[config.mk]
export PLATFORM = sky130hd
export DESIGN_NAME = phase_wrap_counter_flat
export DESIGN_NICKNAME = d
export VERILOG_FILES = /design/src/rtl/phase_wrap_counter_if.sv /design/src/rtl/phase_wrap_counter.sv /design/src/flat_wrapper.sv
export SDC_FILE = /design/constraint.sdc
export NUM_CORES = 1
export LEC_CHECK = 0
export CORE_ASPECT_RATIO = 1.2
export CORE_MARGIN = 1
export CORE_UTILIZATION = 60
export DETAILED_ROUTE_END_ITERATION = 6
export PLACE_DENSITY = 0.95
export SYNTH_ARGS = -nofsm -noshare
export SYNTH_HDL_FRONTEND = slang
export SYNTH_SLANG_ARGS = --single-unit
[constraint.sdc]
create_clock -name clk -period 4.3 [get_ports clk]
set_input_delay 0.43 -clock clk [delete_from_list [all_inputs] [get_ports clk]]
set_output_delay 0.43 -clock clk [all_outputs]
set_load 0.005 [all_outputs]
[src/rtl/phase_wrap_counter_if.sv]
//------------------------------------------------------------------------------
// phase_wrap_counter_if
//   Bundles the measurement handshake and the integrator-facing signals of
//   phase_wrap_counter. clk/rstn are kept as plain ports on the module.
//
//   start     : request a measurement (sampled only while idle)
//   align     : with start, run the integrator phase-align step first
//   win_len   : window length in clk cycles (0 behaves as 1)
//   trig      : integrator trigger, toggles once per wrap (async to clk)
//   ph_rst    : integrator reset, active high
//   busy      : measurement in progress (align, measure, report)
//   count     : wrap count of the last completed window
//   count_vld : one-cycle pulse when count/ovf update
//   ovf       : last window's count saturated
//
//   master : the side that requests measurements and supplies trig
//   slave  : the counter itself
//------------------------------------------------------------------------------
`timescale 1ns/1ps
interface phase_wrap_counter_if #(
   parameter int unsigned CNT_W = 16,
   parameter int unsigned WIN_W = 16
);
   logic             start;
   logic             align;
   logic [WIN_W-1:0] win_len;
   logic             trig;
   logic             ph_rst;
   logic             busy;
   logic [CNT_W-1:0] count;
   logic             count_vld;
   logic             ovf;

   modport master (
      output start, align, win_len, trig,
      input  ph_rst, busy, count, count_vld, ovf
   );

   modport slave (
      input  start, align, win_len, trig,
      output ph_rst, busy, count, count_vld, ovf
   );
endinterface

[src/rtl/phase_wrap_counter.sv]
//------------------------------------------------------------------------------
// phase_wrap_counter
//   Frequency-measurement front end for the phase-domain PWL oscillator model.
//   Counts integrator wraps (trigger toggles) over a programmable window of
//   reference-clock cycles, optionally pulsing the integrator reset first to
//   phase-align it.
//
//   Ports:
//     clk  : reference clock, all state changes on posedge
//     rstn : asynchronous active-low reset
//     bus  : phase_wrap_counter_if.slave (start/align/win_len/trig in,
//            ph_rst/busy/count/count_vld/ovf out)
//
//   Timing: start accepted at edge k -> optional ALIGN for RST_CYC cycles,
//   then MEAS for the latched window, then one DONE cycle carrying count_vld.
//------------------------------------------------------------------------------
`timescale 1ns/1ps
module phase_wrap_counter #(
   parameter int unsigned CNT_W       = 16,
   parameter int unsigned WIN_W       = 16,
   parameter int unsigned RST_CYC     = 2,
   parameter int unsigned SYNC_STAGES = 2
) (
   input logic                clk,
   input logic                rstn,
   phase_wrap_counter_if.slave bus
);

   localparam int unsigned RC_W = (RST_CYC > 1) ? $clog2(RST_CYC) : 1;

   typedef enum logic [1:0] {IDLE, ALIGN, MEAS, DONE} state_t;

   state_t                 state_q;
   logic [SYNC_STAGES-1:0] sync_q;
   logic                   tp_q;
   logic                   ts;
   logic                   evt;
   logic [WIN_W-1:0]       win_q;
   logic [RC_W-1:0]        rcnt_q;
   logic [CNT_W-1:0]       evt_q, evt_d;
   logic                   ovf_flag_q, ovf_flag_d;
   logic [CNT_W-1:0]       count_q;
   logic                   ovf_q;
   logic                   vld_q;
   logic                   ph_rst_q;
   logic                   busy_q;

   // tp follows ts in every state, so entering MEAS never manufactures an edge.
   assign ts  = sync_q[SYNC_STAGES-1];
   assign evt = ts ^ tp_q;

   always_ff @(posedge clk or negedge rstn) begin
      if (!rstn) begin
         sync_q <= '0;
         tp_q   <= 1'b0;
      end else begin
         sync_q <= {sync_q[SYNC_STAGES-2:0], bus.trig};
         tp_q   <= ts;
      end
   end

   // Saturating event counter; the sticky flag records a wrap lost at full scale.
   always_comb begin
      evt_d      = evt_q;
      ovf_flag_d = ovf_flag_q;
      if (state_q == MEAS && evt) begin
         if (evt_q == '1) ovf_flag_d = 1'b1;
         else             evt_d      = evt_q + CNT_W'(1);
      end
   end

   always_ff @(posedge clk or negedge rstn) begin
      if (!rstn) begin
         state_q    <= IDLE;
         win_q      <= '0;
         rcnt_q     <= '0;
         evt_q      <= '0;
         ovf_flag_q <= 1'b0;
         count_q    <= '0;
         ovf_q      <= 1'b0;
         vld_q      <= 1'b0;
         ph_rst_q   <= 1'b0;
         busy_q     <= 1'b0;
      end else begin
         vld_q      <= 1'b0;
         evt_q      <= evt_d;
         ovf_flag_q <= ovf_flag_d;
         case (state_q)
            IDLE: begin
               if (bus.start) begin
                  win_q      <= (bus.win_len == '0) ? WIN_W'(1) : bus.win_len;
                  evt_q      <= '0;
                  ovf_flag_q <= 1'b0;
                  busy_q     <= 1'b1;
                  if (bus.align) begin
                     state_q  <= ALIGN;
                     ph_rst_q <= 1'b1;
                     rcnt_q   <= RC_W'(RST_CYC - 1);
                  end else begin
                     state_q  <= MEAS;
                  end
               end
            end
            ALIGN: begin
               if (rcnt_q == '0) begin
                  ph_rst_q <= 1'b0;
                  state_q  <= MEAS;
               end else begin
                  rcnt_q   <= rcnt_q - RC_W'(1);
               end
            end
            MEAS: begin
               // Report uses the next-state count so an event on the last
               // window cycle is included.
               if (win_q == WIN_W'(1)) begin
                  state_q <= DONE;
                  count_q <= evt_d;
                  ovf_q   <= ovf_flag_d;
                  vld_q   <= 1'b1;
               end else begin
                  win_q   <= win_q - WIN_W'(1);
               end
            end
            DONE: begin
               state_q <= IDLE;
               busy_q  <= 1'b0;
            end
            default: state_q <= IDLE;
         endcase
      end
   end

   assign bus.ph_rst    = ph_rst_q;
   assign bus.busy      = busy_q;
   assign bus.count     = count_q;
   assign bus.count_vld = vld_q;
   assign bus.ovf       = ovf_q;

endmodule

[src/flat_wrapper.sv]
// flat-port wrapper written by rule: the top's interface ports become plain ports
module phase_wrap_counter_flat 
#(
   parameter int unsigned CNT_W       = 16,
   parameter int unsigned WIN_W       = 16,
   parameter int unsigned RST_CYC     = 2,
   parameter int unsigned SYNC_STAGES = 2
)
  (clk, rstn, bus_start, bus_align, bus_win_len, bus_trig, bus_ph_rst, bus_busy, bus_count, bus_count_vld, bus_ovf);
  phase_wrap_counter_if #(.CNT_W(CNT_W), .WIN_W(WIN_W)) bus_i ();
  input logic clk;
  input logic rstn;
  input wire logic [$bits(bus_i.start)-1:0] bus_start;
  input wire logic [$bits(bus_i.align)-1:0] bus_align;
  input wire logic [$bits(bus_i.win_len)-1:0] bus_win_len;
  input wire logic [$bits(bus_i.trig)-1:0] bus_trig;
  output wire logic [$bits(bus_i.ph_rst)-1:0] bus_ph_rst;
  output wire logic [$bits(bus_i.busy)-1:0] bus_busy;
  output wire logic [$bits(bus_i.count)-1:0] bus_count;
  output wire logic [$bits(bus_i.count_vld)-1:0] bus_count_vld;
  output wire logic [$bits(bus_i.ovf)-1:0] bus_ovf;
  assign bus_i.start = bus_start;
  assign bus_i.align = bus_align;
  assign bus_i.win_len = bus_win_len;
  assign bus_i.trig = bus_trig;
  assign bus_ph_rst = bus_i.ph_rst;
  assign bus_busy = bus_i.busy;
  assign bus_count = bus_i.count;
  assign bus_count_vld = bus_i.count_vld;
  assign bus_ovf = bus_i.ovf;
  phase_wrap_counter #(.CNT_W(CNT_W), .WIN_W(WIN_W), .RST_CYC(RST_CYC), .SYNC_STAGES(SYNC_STAGES)) u_core (.clk(clk), .rstn(rstn), .bus(bus_i));
endmodule
== Word level (Yosys, flattened, before mapping) ==
Index checks and enable logic that the tools add are counted.

* Add/sub/neg operators: 3
* Equal/unequal tests: 10
* Mux-type cells: 27
* Bitwise logic cells: 1
* Reduce and logical (&&, ||, !) cells: 12

{| class="wikitable"
|+ Operator list
! kind !! count
|-
| 2-to-1 mux 16 bit || 7
|-
| case mux 16 bit (2 select lines) || 1
|-
| adder 16 x 1 -> 16 bit (second input constant) || 1
|-
| equality test 16 x 1 -> 1 bit (second input constant) || 1
|-
| equality test 16 bit (second input constant) || 1
|-
| zero test 16 bit || 1
|-
| subtractor 16 x 1 -> 16 bit (second input constant) || 1
|-
| 2-to-1 mux 1 bit || 11
|-
| != test 2 bit (second input constant) || 5
|-
| AND reduction 3 bit || 3
|-
| 2-to-1 mux 2 bit || 4
|-
| case mux 2 bit (4 select lines) || 1
|-
| case mux 1 bit (2 select lines) || 3
|-
| nonzero test 2 bit || 3
|-
| equality test 2 bit (second input constant) || 2
|-
| AND reduction 2 bit || 2
|-
| AND reduction 4 bit || 1
|-
| equality test 2 x 1 -> 1 bit (second input constant) || 1
|-
| zero test 2 bit || 1
|-
| logical AND 1 bit || 1
|-
| subtractor 1 bit (second input constant) || 1
|-
| bitwise XOR 1 bit || 1
|}

* Register bits: 59
* Output and inout port bits: 20
* Word-level logic and storage cells: 65

== Longest topological paths before layout ==
Gate-level depths: netlist of run 1.

* Word-level depth: 5
* Gate-level depth with buffers: 9
* Mapped depth without buffers: 7

== Least setup slack after synthesis of run 1 ==
Ideal clock, no wire load.

* Path type: register to register
* Start point: register u_core.win_q[8]
* End point: register u_core.count_q[6] (netlist: u_core.bus.count[6])
* Arrival time: 1.789 ns
* Slack: 2.386 ns
* Cell stages (with the launch flop): 7
* Buffers on the path: 1
* Period minus slack after synthesis: 1.914 ns
* Cell sequence: dfrtp_1 nor4_4 nand3b_2 or3_1 buf_2 inv_2 mux2_2

* Longest elaborated chain between the ends: 2

{| class="wikitable"
|+ RTL lines
! what !! RTL line !! RTL
|-
| start, declared || phase_wrap_counter.sv:38 || <nowiki>logic [WIN_W-1:0] win_q;</nowiki>
|-
| start signal, assigned || phase_wrap_counter.sv:91 || <nowiki>win_q <= (bus.win_len == '0) ? WIN_W'(1) : bus.win_len;</nowiki>
|-
| start signal, assigned || phase_wrap_counter.sv:121 || <nowiki>win_q <= win_q - WIN_W'(1);</nowiki>
|-
| equality test 16 x 1 -> 1 bit || phase_wrap_counter.sv:115 || <nowiki>if (win_q == WIN_W'(1)) begin</nowiki>
|-
| AND reduction 2 bit (no source line) || - ||
|-
| end signal, assigned || phase_wrap_counter.sv:117 || <nowiki>count_q <= evt_d;</nowiki>
|-
| end, declared || phase_wrap_counter.sv:42 || <nowiki>logic [CNT_W-1:0] count_q;</nowiki>
|}

No other way between the ends.
A chain may end at the register's enable or synchronous reset.

== Final worst setup path of run 1 ==
* Start point: register u_core.state_q[0]
* End point: register u_core.count_q[6] (netlist: u_core.bus.count[6])

* Longest elaborated chain between the ends: 3
* Elaborated cells on any way between the ends: 4
* Those cells by class: eq/ne (1); mux (1); reduce/logical (2)

{| class="wikitable"
|+ RTL lines
! what !! RTL line !! RTL
|-
| start, declared || phase_wrap_counter.sv:33 || <nowiki>state_t state_q;</nowiki>
|-
| start signal, assigned || phase_wrap_counter.sv:74 || <nowiki>state_q <= IDLE;</nowiki>
|-
| start signal, assigned || phase_wrap_counter.sv:96 || <nowiki>state_q <= ALIGN;</nowiki>
|-
| start signal, assigned || phase_wrap_counter.sv:100 || <nowiki>state_q <= MEAS;</nowiki>
|-
| equality test 2 bit * || phase_wrap_counter.sv:66, phase_wrap_counter.sv:88 ||
|-
| logical AND 1 bit || phase_wrap_counter.sv:66 || <nowiki>if (state_q == MEAS && evt) begin</nowiki>
|-
| 2-to-1 mux 16 bit || phase_wrap_counter.sv:66 ||
|}

Mark *: on every way between the ends. The rest lies on a longest branch, timed or not.

==> results of run 1 <==
## stage by stage
step / instances / hold WS [ns] / util [%] / worst slack (ns) / cell area [um2]
after global placement: 448 / 0.335 / 69.8 / 1.50 / 3670
after global routing: 464 / 0.287 / 74.4 / 1.16 / 3920
after floorplan: 361 / 0.134 / - / 2.39 / 3260
after detailed placement: 448 / 0.339 / 69.8 / 1.42 / 3670
after CTS: 464 / 0.250 / 74.4 / 1.39 / 3920
final: 464 / 0.225 / 74.4 / 1.36 / 3920
## critical path, delay by kind of cell (launching register included)
family | cells | cell delay, ns
fa+ha+maj | 1 | 0.14
buf+inv | 4 | 1.05
flops | 1 | 0.42
mux | 1 | 0.36
simple gates | 1 | 0.84
## final cells by class
cell class | count | share of cell area [%]
sequential | 59 | 37.7
multi-input combinational | 269 | 41.9
clock inverter | 4 | 2.49
tap | 62 | 1.98
inverter | 14 | 1.34
timing repair buffer | 44 | 10.9
clock buffer | 12 | 3.71
## sequential cells by signal, indices dropped and copies added (netlist names)
name / count
u_core.bus.count: 16
u_core.sync_q: 2
u_core.bus.ovf: 1
u_core.tp_q: 1
u_core.bus.count_vld: 1
u_core.bus.ph_rst: 1
u_core.win_q: 16
u_core.evt_q: 16
u_core.state_q: 2
u_core.bus.busy: 1
u_core.ovf_flag_q: 1
u_core.rcnt_q: 1
## cell usage in the layout, fill, tap and decap left out, types with 6 or more instances in the layout
cell type	synthesis	final
dfrtp_1	59	59
and3_1	7	7
a211oi_1	6	6
o21ai_0	28	28
nor2_1	26	26
nor3_1	15	15
clkdlybuf4s50_1	0	39
a21oi_1	27	27
nand3_1	18	18
xnor2_1	9	9
ha_1	7	7
nor4_1	10	10
clkbuf_8	0	10
a31oi_1	10	10
inv_1	13	13
nand2_1	41	41
## logic make-up (layout without fill, tap and decap cells)
| kind of cell | Yosys count | count (layout) |
|---|---|---|
| AO/OA/AOI/OAI | 102 | 102 |
| XOR/XNOR | 10 | 10 |
| adder cells (fa/ha/maj) | 7 | 7 |
| buffers and inverters | 33 | 74 |
| flip-flops | 59 | 59 |
| multiplexers | 7 | 7 |
| AND/OR/NAND/NOR | 143 | 143 |
## worst min-delay path by stage
stage | startpoint | end | cells past startpoint
floorplan | rstn | u_core.bus.busy$_DFFE_PN0P_ | 0
global placement | u_core.sync_q[0]$_DFF_PN0_ | u_core.sync_q[1]$_DFF_PN0_ | 0
detailed placement | u_core.sync_q[0]$_DFF_PN0_ | u_core.sync_q[1]$_DFF_PN0_ | 0
CTS | rstn | u_core.sync_q[1]$_DFF_PN0_ | 2
global route | rstn | u_core.bus.count[10]$_DFFE_PN0P_ | 2
finish | rstn | u_core.bus.count[10]$_DFFE_PN0P_ | 2
## metal layers
metal  up-vias  global-route usage, %  share of wire (%)  wire [um]
li1       1394                      -                  -          -
met1      1395                   34.0                 39       3080
met2       195                   51.7                 50       3970
met3        40                   8.57                8.0        641
met4         0                   16.5                3.7        297
met5         -                      0                  0          0
## report_power, final
part	internal, mW	leakage, nW	switching, mW
sequential	0.621	0.670	0.0758
clock	0.401	0.117	0.228
combinational	0.117	0.846	0.202
total	1.14	1.63	0.506
==> impl_summary.txt, run 1 <==
----------------------------------------------------
[Outcome]
  Result of the run ... finished with violations
  Failing checks ... design-rule violations

[Floorplan]
  Row Count ... 29
  Effective utilization at floorplan ... 62.0%
  Die span in x ... 69.3 um
  Die area ... 0.00574 mm2
  Core footprint ... 0.00526 mm2
  Die span in y ... 82.8 um
  Top-Level Pins ... 41

[Timing]
  Final number of setup-violating endpoints ... 0
  Maximum operating frequency ... 340 MHz
  Max_slew headroom ... 36.5%
  Setup repair after global routing missed its margin ... no
  Share of the clock period used by the worst path after layout ... 68.4%
  Total count of hold-check failures in the final report ... 0
  Pins Over Slew Limit ... 0
  Worst-margin pin slew ... 0.953 ns
  Setup_tns ... 0 ns
  Min Clock Period, post-route ... 2.94 ns
  Maximum clock skew at final layout ... 0.00634 ns

[Layout]
  Layout net count ... 425
  Register area ... 0.00148 mm2
  Ant diodes ... 0
  Area of the multi-input gates ... 0.00164 mm2
  Area Overhead vs Synth ... 20.1%
  Number of filler cells placed in the layout ... 377
  Layout cells sized above 1 ... 7.96%

[Critical path]
  Critical Path Fanout Max ... 41
  Endpoint type of the worst setup path ... flip-flop
  Critical register-to-register path endpoint ... u_core.bus.count[6]$_DFFE_PN0P_
  Data arrival time of the worst path ... 3.17 ns
  Worst Setup SP ... u_core.state_q[0]$_DFFE_PN0P_
  Minimum setup slack among reg-to-reg paths ... 1.36 ns
  Largest stage delay on the critical path ... 0.84 ns
  Most repeated library cell on the critical path ... inv_1
  List of cells traversed by the critical path ... inv_1, ha_1, buf_4, inv_1, or3_1, inv_2, mux2_2
  Cell count of the worst reg-to-reg path ... 7
  Critical Path RT ... 4.53 ns
  Capturing element of the worst setup path ... u_core.bus.count[6]$_DFFE_PN0P_
  Master of the slowest instance on the critical path ... or3_1
  Reg2reg start ... u_core.state_q[0]$_DFFE_PN0P_
  Kind of start point of the critical path ... flip-flop
  WS Path Type ... reg -> reg

[CTS]
  Clock latency on the worst-skew pair ... 0.35 ns
  CTS tree ... done
  TritonCTS buffer count ... 9
  Clock-pin slew reported for the worst setup and hold paths after clock tree synthesis ... 0.07 ns
  Total of hold buffers inserted after clock tree synthesis ... 0
  H-tree depth ... 3
  CTS root buf ... clkbuf_8
  Number of setup buffers added after CTS ... 0
  CTS sink count ... 59
  Post-cts sizing count ... 0
  Number of buffers between clock root and the deepest sink ... 2

[GRT]
  Vias in the first global route ... 2950
  Antenna violations before repair ... 0
  Overall fraction of global-route tracks in use ... 30.0%
  Wire length of the first global-routing pass ... 13.4 mm
  Grt total ovfl ... 0
  Pin count of the biggest net entering global routing ... 60

[Logic synthesis]
  Most frequent cell after synthesis ... dfrtp_1
  Post-synthesis instance area ... 0.00326 mm2
  Compound-cell area share of the yosys netlist ... 19.8%
  Post-synth top area cell ... dfrtp_1
  Mux share of post-synthesis cell area ... 2.22%
  Yosys warning total ... 0
  Most common flop cell mapped by yosys ... dfrtp_1
  Proportion of synthesized chip area in sequential cells ... 45.3%
  Cell count after synthesis ... 361
  Fraction of synthesized cell area taken by the top area cell type ... 45.3%
  Number of nets in the synthesized netlist ... 389
  Commonest cells post-synth ... dfrtp_1, nand2_1, o21ai_0, a21oi_1, nor2_1
  Dominant combinational cell family by area after synthesis ... simple AND/OR/NAND/NOR gates
  Adder-cell share of the synthesized area ... 2.69%
  Post-synthesis register bit count ... 59
  Synth cell types ... 57
  Post-synthesis area per instance ... 9.04 um2
  Post-synth EDFFs ... 0
  Top area cells in the synthesized netlist ... dfrtp_1, nand2_1, o21ai_0
  Simple-gate share of the synthesized area ... 22.9%
  Synth Area in XOR/XNOR ... 2.69%
  Async set-reset flop share out of synthesis ... 100%

[Placed design]
  HPWL after detailed placement ... 5.34 mm
  GP Congestion ... 0.912
  Number of port buffers ... 40

[Power and ir drop]
  Power per cell area ... 420 mW/mm2
  Tot Pwr ... 1.65 mW
  Leakage component of the power ... 1.63 nW
  Maximum vdd drop ... 0.221 mV

[Drt]
  Detailed-route via count ... 3024
  DRC errors left ... 5
  Via-per-instance ratio ... 6.52
  Detailed-routing iteration count for the pre-antenna-repair pass ... 7
  Routed wire length ... 7.99 mm
  Count of antenna-violating nets left after detailed routing ... 0
  Number of design-rule violations left by the first detailed-router iteration ... 366
  WL per Instance ... 17.2 um

[Worst hold path]
  Worst min-delay path class ... in -> async

[Job]
  Number of max-cap violations ... 0

----------------------------------------------------
Power figures use the tool's default switching activity.
==> run 2: changes to the inputs <==
--- a/config.mk
+++ b/config.mk
@@ -7,9 +7,9 @@
 export LEC_CHECK = 0
 export CORE_ASPECT_RATIO = 1.2
 export CORE_MARGIN = 1
-export CORE_UTILIZATION = 60
+export CORE_UTILIZATION = 50
 export DETAILED_ROUTE_END_ITERATION = 6
-export PLACE_DENSITY = 0.95
+export PLACE_DENSITY = 0.87
 export SYNTH_ARGS = -nofsm -noshare
 export SYNTH_HDL_FRONTEND = slang
 export SYNTH_SLANG_ARGS = --single-unit
==> constraint.sdc (replaced) <==
create_clock -name clk -period 2.49 [get_ports clk]
set_input_delay 0.249 -clock clk [delete_from_list [all_inputs] [get_ports clk]]
set_output_delay 0.249 -clock clk [all_outputs]
set_load 0.005 [all_outputs]
==> impl_summary.txt, run 2 (synthesis gave the netlist of run 1 again) <==
----------------------------------------------------
[Timing]
  Final number of setup-violating endpoints ... 0
  Min Clock Period, post-route ... 2.26 ns
  Setup slack of the critical path after layout ... 0.226 ns
  Worst-margin pin slew ... 0.568 ns
  Total count of hold-check failures in the final report ... 0
  Maximum operating frequency ... 442 MHz
  Setup_tns ... 0 ns
  Share of the clock period used by the worst path after layout ... 90.9%
  Setup repair after global routing missed its margin ... no
  Pins Over Slew Limit ... 0
  Max_slew headroom ... 61.2%
  Maximum clock skew at final layout ... 0.0129 ns

[Drt]
  DRC errors left ... 0
  WL per Instance ... 15.9 um
  Detailed-route via count ... 3000
  Detailed-routing iteration count for the pre-antenna-repair pass ... 5
  Routed wire length ... 7.87 mm
  Via-per-instance ratio ... 6.07
  Count of antenna-violating nets left after detailed routing ... 0
  Number of design-rule violations left by the first detailed-router iteration ... 190

[GRT]
  Wire length of the first global-routing pass ... 13.5 mm
  Grt total ovfl ... 0
  Vias in the first global route ... 2881
  Antenna violations before repair ... 0
  Pin count of the biggest net entering global routing ... 28
  Overall fraction of global-route tracks in use ... 26.2%

[Layout]
  Most frequent cells in the layout ... dfrtp_1, nand2_1, clkdlybuf4s50_1
  Commonest non-fill, non-tap cell in the layout ... dfrtp_1
  Non-Filler Cell Area, Final ... 0.00397 mm2
  Area Overhead vs Synth ... 21.6%
  Layout net count ... 435
  Ant diodes ... 0
  Final core utilization ... 64.3%
  Layout cells sized above 1 ... 9.71%
  Number of filler cells placed in the layout ... 507

[Power and ir drop]
  Tot Pwr ... 2.58 mW
  Power per cell area ... 651 mW/mm2
  Leakage component of the power ... 1.66 nW
  Maximum vdd drop ... 0.377 mV

[Floorplan]
  Die span in x ... 75.7 um
  Die span in y ... 90.5 um
  Effective utilization at floorplan ... 52.9%
  Core footprint ... 0.00617 mm2
  Die area ... 0.00685 mm2
  Row Count ... 31
  Top-Level Pins ... 41

[Placed design]
  Post-detailed-placement cell area ... 0.00377 mm2
  Number of port buffers ... 40
  Pre-CTS WS ... 0.258 ns
  HPWL after detailed placement ... 5.73 mm
  GP Congestion ... 0.917

[CTS]
  CTS sink count ... 59
  Number of buffers between clock root and the deepest sink ... 2
  H-tree depth ... 3
  Clock latency on the worst-skew pair ... 0.35 ns
  CTS root buf ... clkbuf_8
  TritonCTS buffer count ... 9
  CTS tree ... done
  Clock-pin slew reported for the worst setup and hold paths after clock tree synthesis ... 0.07 ns
  Number of setup buffers added after CTS ... 0

[Worst hold path]
  Worst min-delay path class ... in -> async

[Critical path]
  Gate family responsible for the most delay along the worst path ... simple AND/OR/NAND/NOR gates
  Critical Path Fanout Max ... 23
  Critical Path RT ... 2.73 ns
  WS Path Type ... reg -> reg
  Endpoint type of the worst setup path ... flip-flop
  Count of buffer and inverter cells on the critical path ... 1
  Kind of start point of the critical path ... flip-flop
  Master of the slowest instance on the critical path ... or3_1
  List of cells traversed by the critical path ... nor4_4, nand3b_2, or3_1, buf_4, o31ai_1
  Data arrival time of the worst path ... 2.50 ns
  Largest stage delay on the critical path ... 0.56 ns

[Outcome]
  Result of the run ... finished clean

[Job]
  Number of max-cap violations ... 0

----------------------------------------------------
run 2: metal layers:
layer	vias up	track usage, %	share of wire (%)
met5	-	0	0
met4	0	10.5	2.7
met3	22	7.70	6.0
met2	122	42.9	51
met1	1437	31.4	40
li1	1419	-	-
run 2: what timing repair did:
item / CTS / global route
endpoints found under the hold margin: 12 / 0
hold buffers: 1 / 0
endpoints found under the setup margin: 0 / 2
gates resized for setup: 0 / 2
run 2: area by class of cell:
cell class,count,area (um2),area share [%]
inverter,14,52.6,1.32
multi-input combinational,269,1650,41.5
clock inverter,2,35.0,0.883
timing repair buffer,54,503,12.7
sequential,59,1480,37.2
clock buffer,14,153,3.85
tap,82,103,2.59
run 2: power by group:
group	total [mW]	switching (mW)	internal, mW
logic	0.534	0.329	0.205
registers	1.20	0.128	1.07
clock network	0.848	0.359	0.489
run 2: per-stage QoR:
stage                     std cells  hold WS, ns
after floorplan                 361      -0.0466
after global placement          477        0.151
after detailed placement        477        0.151
after CTS                       494        0.326
after global routing            494        0.353
final                           494        0.319
run 2: path summary, 6_finish.rpt:
| kind | from | to | slack [ns] | cells after the start |
|---|---|---|---|---|
| worst max-delay path | u_core.win_q[8]$_DFFE_PN0P_ | u_core.bus.count[3]$_DFFE_PN0P_ | 0.23 | 5 |
| worst min-delay path | rstn | u_core.evt_q[8]$_DFF_PN0_ | 0.32 | 2 |
| worst max register to register | u_core.win_q[8]$_DFFE_PN0P_ | u_core.bus.count[3]$_DFFE_PN0P_ | 0.23 | 5 |
| worst min register to register | u_core.sync_q[0]$_DFF_PN0_ | u_core.sync_q[1]$_DFF_PN0_ | 0.34 | 0 |
| max in group asynchronous | rstn | u_core.evt_q[0]$_DFF_PN0_ | 1.51 | 3 |
| min in group clk | u_core.sync_q[0]$_DFF_PN0_ | u_core.sync_q[1]$_DFF_PN0_ | 0.34 | 0 |
==> run 3: changes to the inputs <==
--- a/config.mk
+++ b/config.mk
@@ -9,6 +9,7 @@
 export CORE_MARGIN = 1
 export CORE_UTILIZATION = 50
 export DETAILED_ROUTE_END_ITERATION = 6
+export GPL_ROUTABILITY_DRIVEN = 0
 export PLACE_DENSITY = 0.87
 export SYNTH_ARGS = -nofsm -noshare
 export SYNTH_HDL_FRONTEND = slang
==> impl_summary.txt, run 3 (synthesis gave the netlist of run 1 again) <==
----------------------------------------------------
[CTS]
  CTS sink count ... 59
  Clock-pin slew reported for the worst setup and hold paths after clock tree synthesis ... 0.07 ns
  Number of buffers between clock root and the deepest sink ... 2
  CTS tree ... done
  CTS root buf ... clkbuf_8
  TritonCTS buffer count ... 9
  Number of setup buffers added after CTS ... 0
  H-tree depth ... 3
  Clock latency on the worst-skew pair ... 0.35 ns

[Placed design]
  Cell count after placement ... 477
  HPWL after detailed placement ... 5.63 mm
  Post-detailed-placement cell area ... 0.00378 mm2
  Pre-CTS WS ... 0.316 ns
  Number of port buffers ... 40

[Floorplan]
  Die span in y ... 90.5 um
  Core footprint ... 0.00617 mm2
  Row Count ... 31
  Top-Level Pins ... 41
  Die span in x ... 75.7 um
  Die area ... 0.00685 mm2
  Effective utilization at floorplan ... 52.9%

[GRT]
  Pin count of the biggest net entering global routing ... 31
  Layer with the highest usage ... met2
  GR Util met1 ... 31.0%
  Wire length of the first global-routing pass ... 13.4 mm
  Grt total ovfl ... 0
  M3 GR Usage ... 7.37%
  Met2 usage in global routing ... 42.3%
  Vias in the first global route ... 2895
  Antenna violations before repair ... 0
  Overall fraction of global-route tracks in use ... 25.8%

[Timing]
  Min Clock Period, post-route ... 2.24 ns
  Max_slew headroom ... 55.3%
  Share of the clock period used by the worst path after layout ... 89.9%
  Maximum operating frequency ... 447 MHz
  Final number of setup-violating endpoints ... 0
  Maximum clock skew at final layout ... 0.00658 ns
  Worst-margin pin slew ... 0.670 ns
  Setup_tns ... 0 ns
  Setup repair after global routing missed its margin ... no
  Final Hold Slack ... 0.335 ns
  Setup slack of the critical path after layout ... 0.252 ns
  Pins Over Slew Limit ... 0
  Total count of hold-check failures in the final report ... 0

[Power and ir drop]
  Tot Pwr ... 2.64 mW
  Switching part of the total ... 32.2%
  Internal power ... 1.79 mW
  Clock power share ... 33.9%
  Flop pwr share ... 45.5%
  Comb pwr share ... 20.5%
  Leakage component of the power ... 1.66 nW
  Net load switching power ... 0.849 mW
  Power per cell area ... 660 mW/mm2
  Maximum vdd drop ... 0.452 mV

[Drt]
  Detailed-routing iteration count for the pre-antenna-repair pass ... 5
  DRC errors left ... 0
  Count of antenna-violating nets left after detailed routing ... 0
  Via-per-instance ratio ... 6.07
  Routed wire length ... 7.83 mm
  Detailed-route via count ... 2991
  WL per Instance ... 15.9 um
  Number of design-rule violations left by the first detailed-router iteration ... 179

[Critical path]
  Data arrival time of the worst path ... 2.48 ns
  Critical Path RT ... 2.73 ns
  Endpoint type of the worst setup path ... flip-flop
  Critical Path Fanout Max ... 11
  Kind of start point of the critical path ... flip-flop
  WS Path Type ... reg -> reg

[Layout]
  Layout net count ... 435
  Area Overhead vs Synth ... 22.5%
  Final core utilization ... 64.8%
  Layout Cells excl Fill ... 493
  Number of filler cells placed in the layout ... 484
  Ant diodes ... 0
  Non-Filler Cell Area, Final ... 0.00400 mm2
  Commonest non-fill, non-tap cell in the layout ... dfrtp_1
  Layout cells sized above 1 ... 10.2%
  Most frequent cells in the layout ... dfrtp_1, nand2_1, clkdlybuf4s50_1

[Worst hold path]
  Worst min-delay path class ... in -> reg

[Outcome]
  Result of the run ... finished clean

[Job]
  Number of max-cap violations ... 0

----------------------------------------------------
run 3: cell count changes in the layout (fill, tap and decap cells not counted):
cell	before	now
a21oi_1	26	27
buf_4	13	12
clkinvlp_4	0	2
buf_12	0	1
o21ai_1	1	0
nor3_4	0	1
nor3_2	2	1
clkbuf_1	4	0
a21oi_2	1	0
o21ai_0	27	28
clkbuf_8	10	11
run 3: per-layer routing:
layer  wire length, um  part of all wire (%)
met1              3160                    40
met5                 0                     0
met4               236                   3.0
met3               473                   6.0
met2              3960                    51
run 3: worst max-delay path, stage by stage (launching register included):
cell and delay [ns]:
dfrtp_1 0.44, nor4_4 0.41, nand3b_2 0.18, or3_1 0.57, inv_2 0.19, mux2_2 0.34
run 3: power groups by stage:
stage          Combinational [mW]  Clock (mW)  Sequential [mW]
2_1_floorplan               0.389           0             1.18
3_3_place_gp                0.510           0             1.20
3_5_place_dp                0.526           0             1.21
4_1_cts                     0.532       0.909             1.20
5_1_grt                     0.599       0.958             1.21
6_report                    0.541       0.895             1.20
run 3: final timing paths:
path / start / slack (ns) / end / depth (start not counted)
hold reg to reg: u_core.sync_q[0]$_DFF_PN0_ / 0.35 / u_core.sync_q[1]$_DFF_PN0_ / 0
max in group asynchronous: rstn / 1.43 / u_core.win_q[1]$_DFFE_PN0P_ / 3
min in group asynchronous: rstn / 0.47 / u_core.bus.count[11]$_DFFE_PN0P_ / 2
hold / removal: bus_trig / 0.34 / u_core.sync_q[0]$_DFF_PN0_ / 1
setup reg to reg: u_core.win_q[8]$_DFFE_PN0P_ / 0.25 / u_core.bus.count[6]$_DFFE_PN0P_ / 5
setup / recovery: u_core.win_q[8]$_DFFE_PN0P_ / 0.25 / u_core.bus.count[6]$_DFFE_PN0P_ / 5
run 3: cell type report:
cell class                 count  area [um2]  area share (%)
clock buffer                  11         151            3.79
tap                           82         103            2.57
timing repair buffer          54         515            12.9
inverter                      14        52.6            1.31
multi-input combinational    269        1650            41.2
sequential                    59        1480            36.9
clock inverter                 4        50.0            1.25
run 3: repair_timing:
item	4_1_cts	5_1_grt
hold endpoints to repair	29	0
endpoints found under the setup margin	0	1
gates resized for setup	0	1
hold buffers	1	0
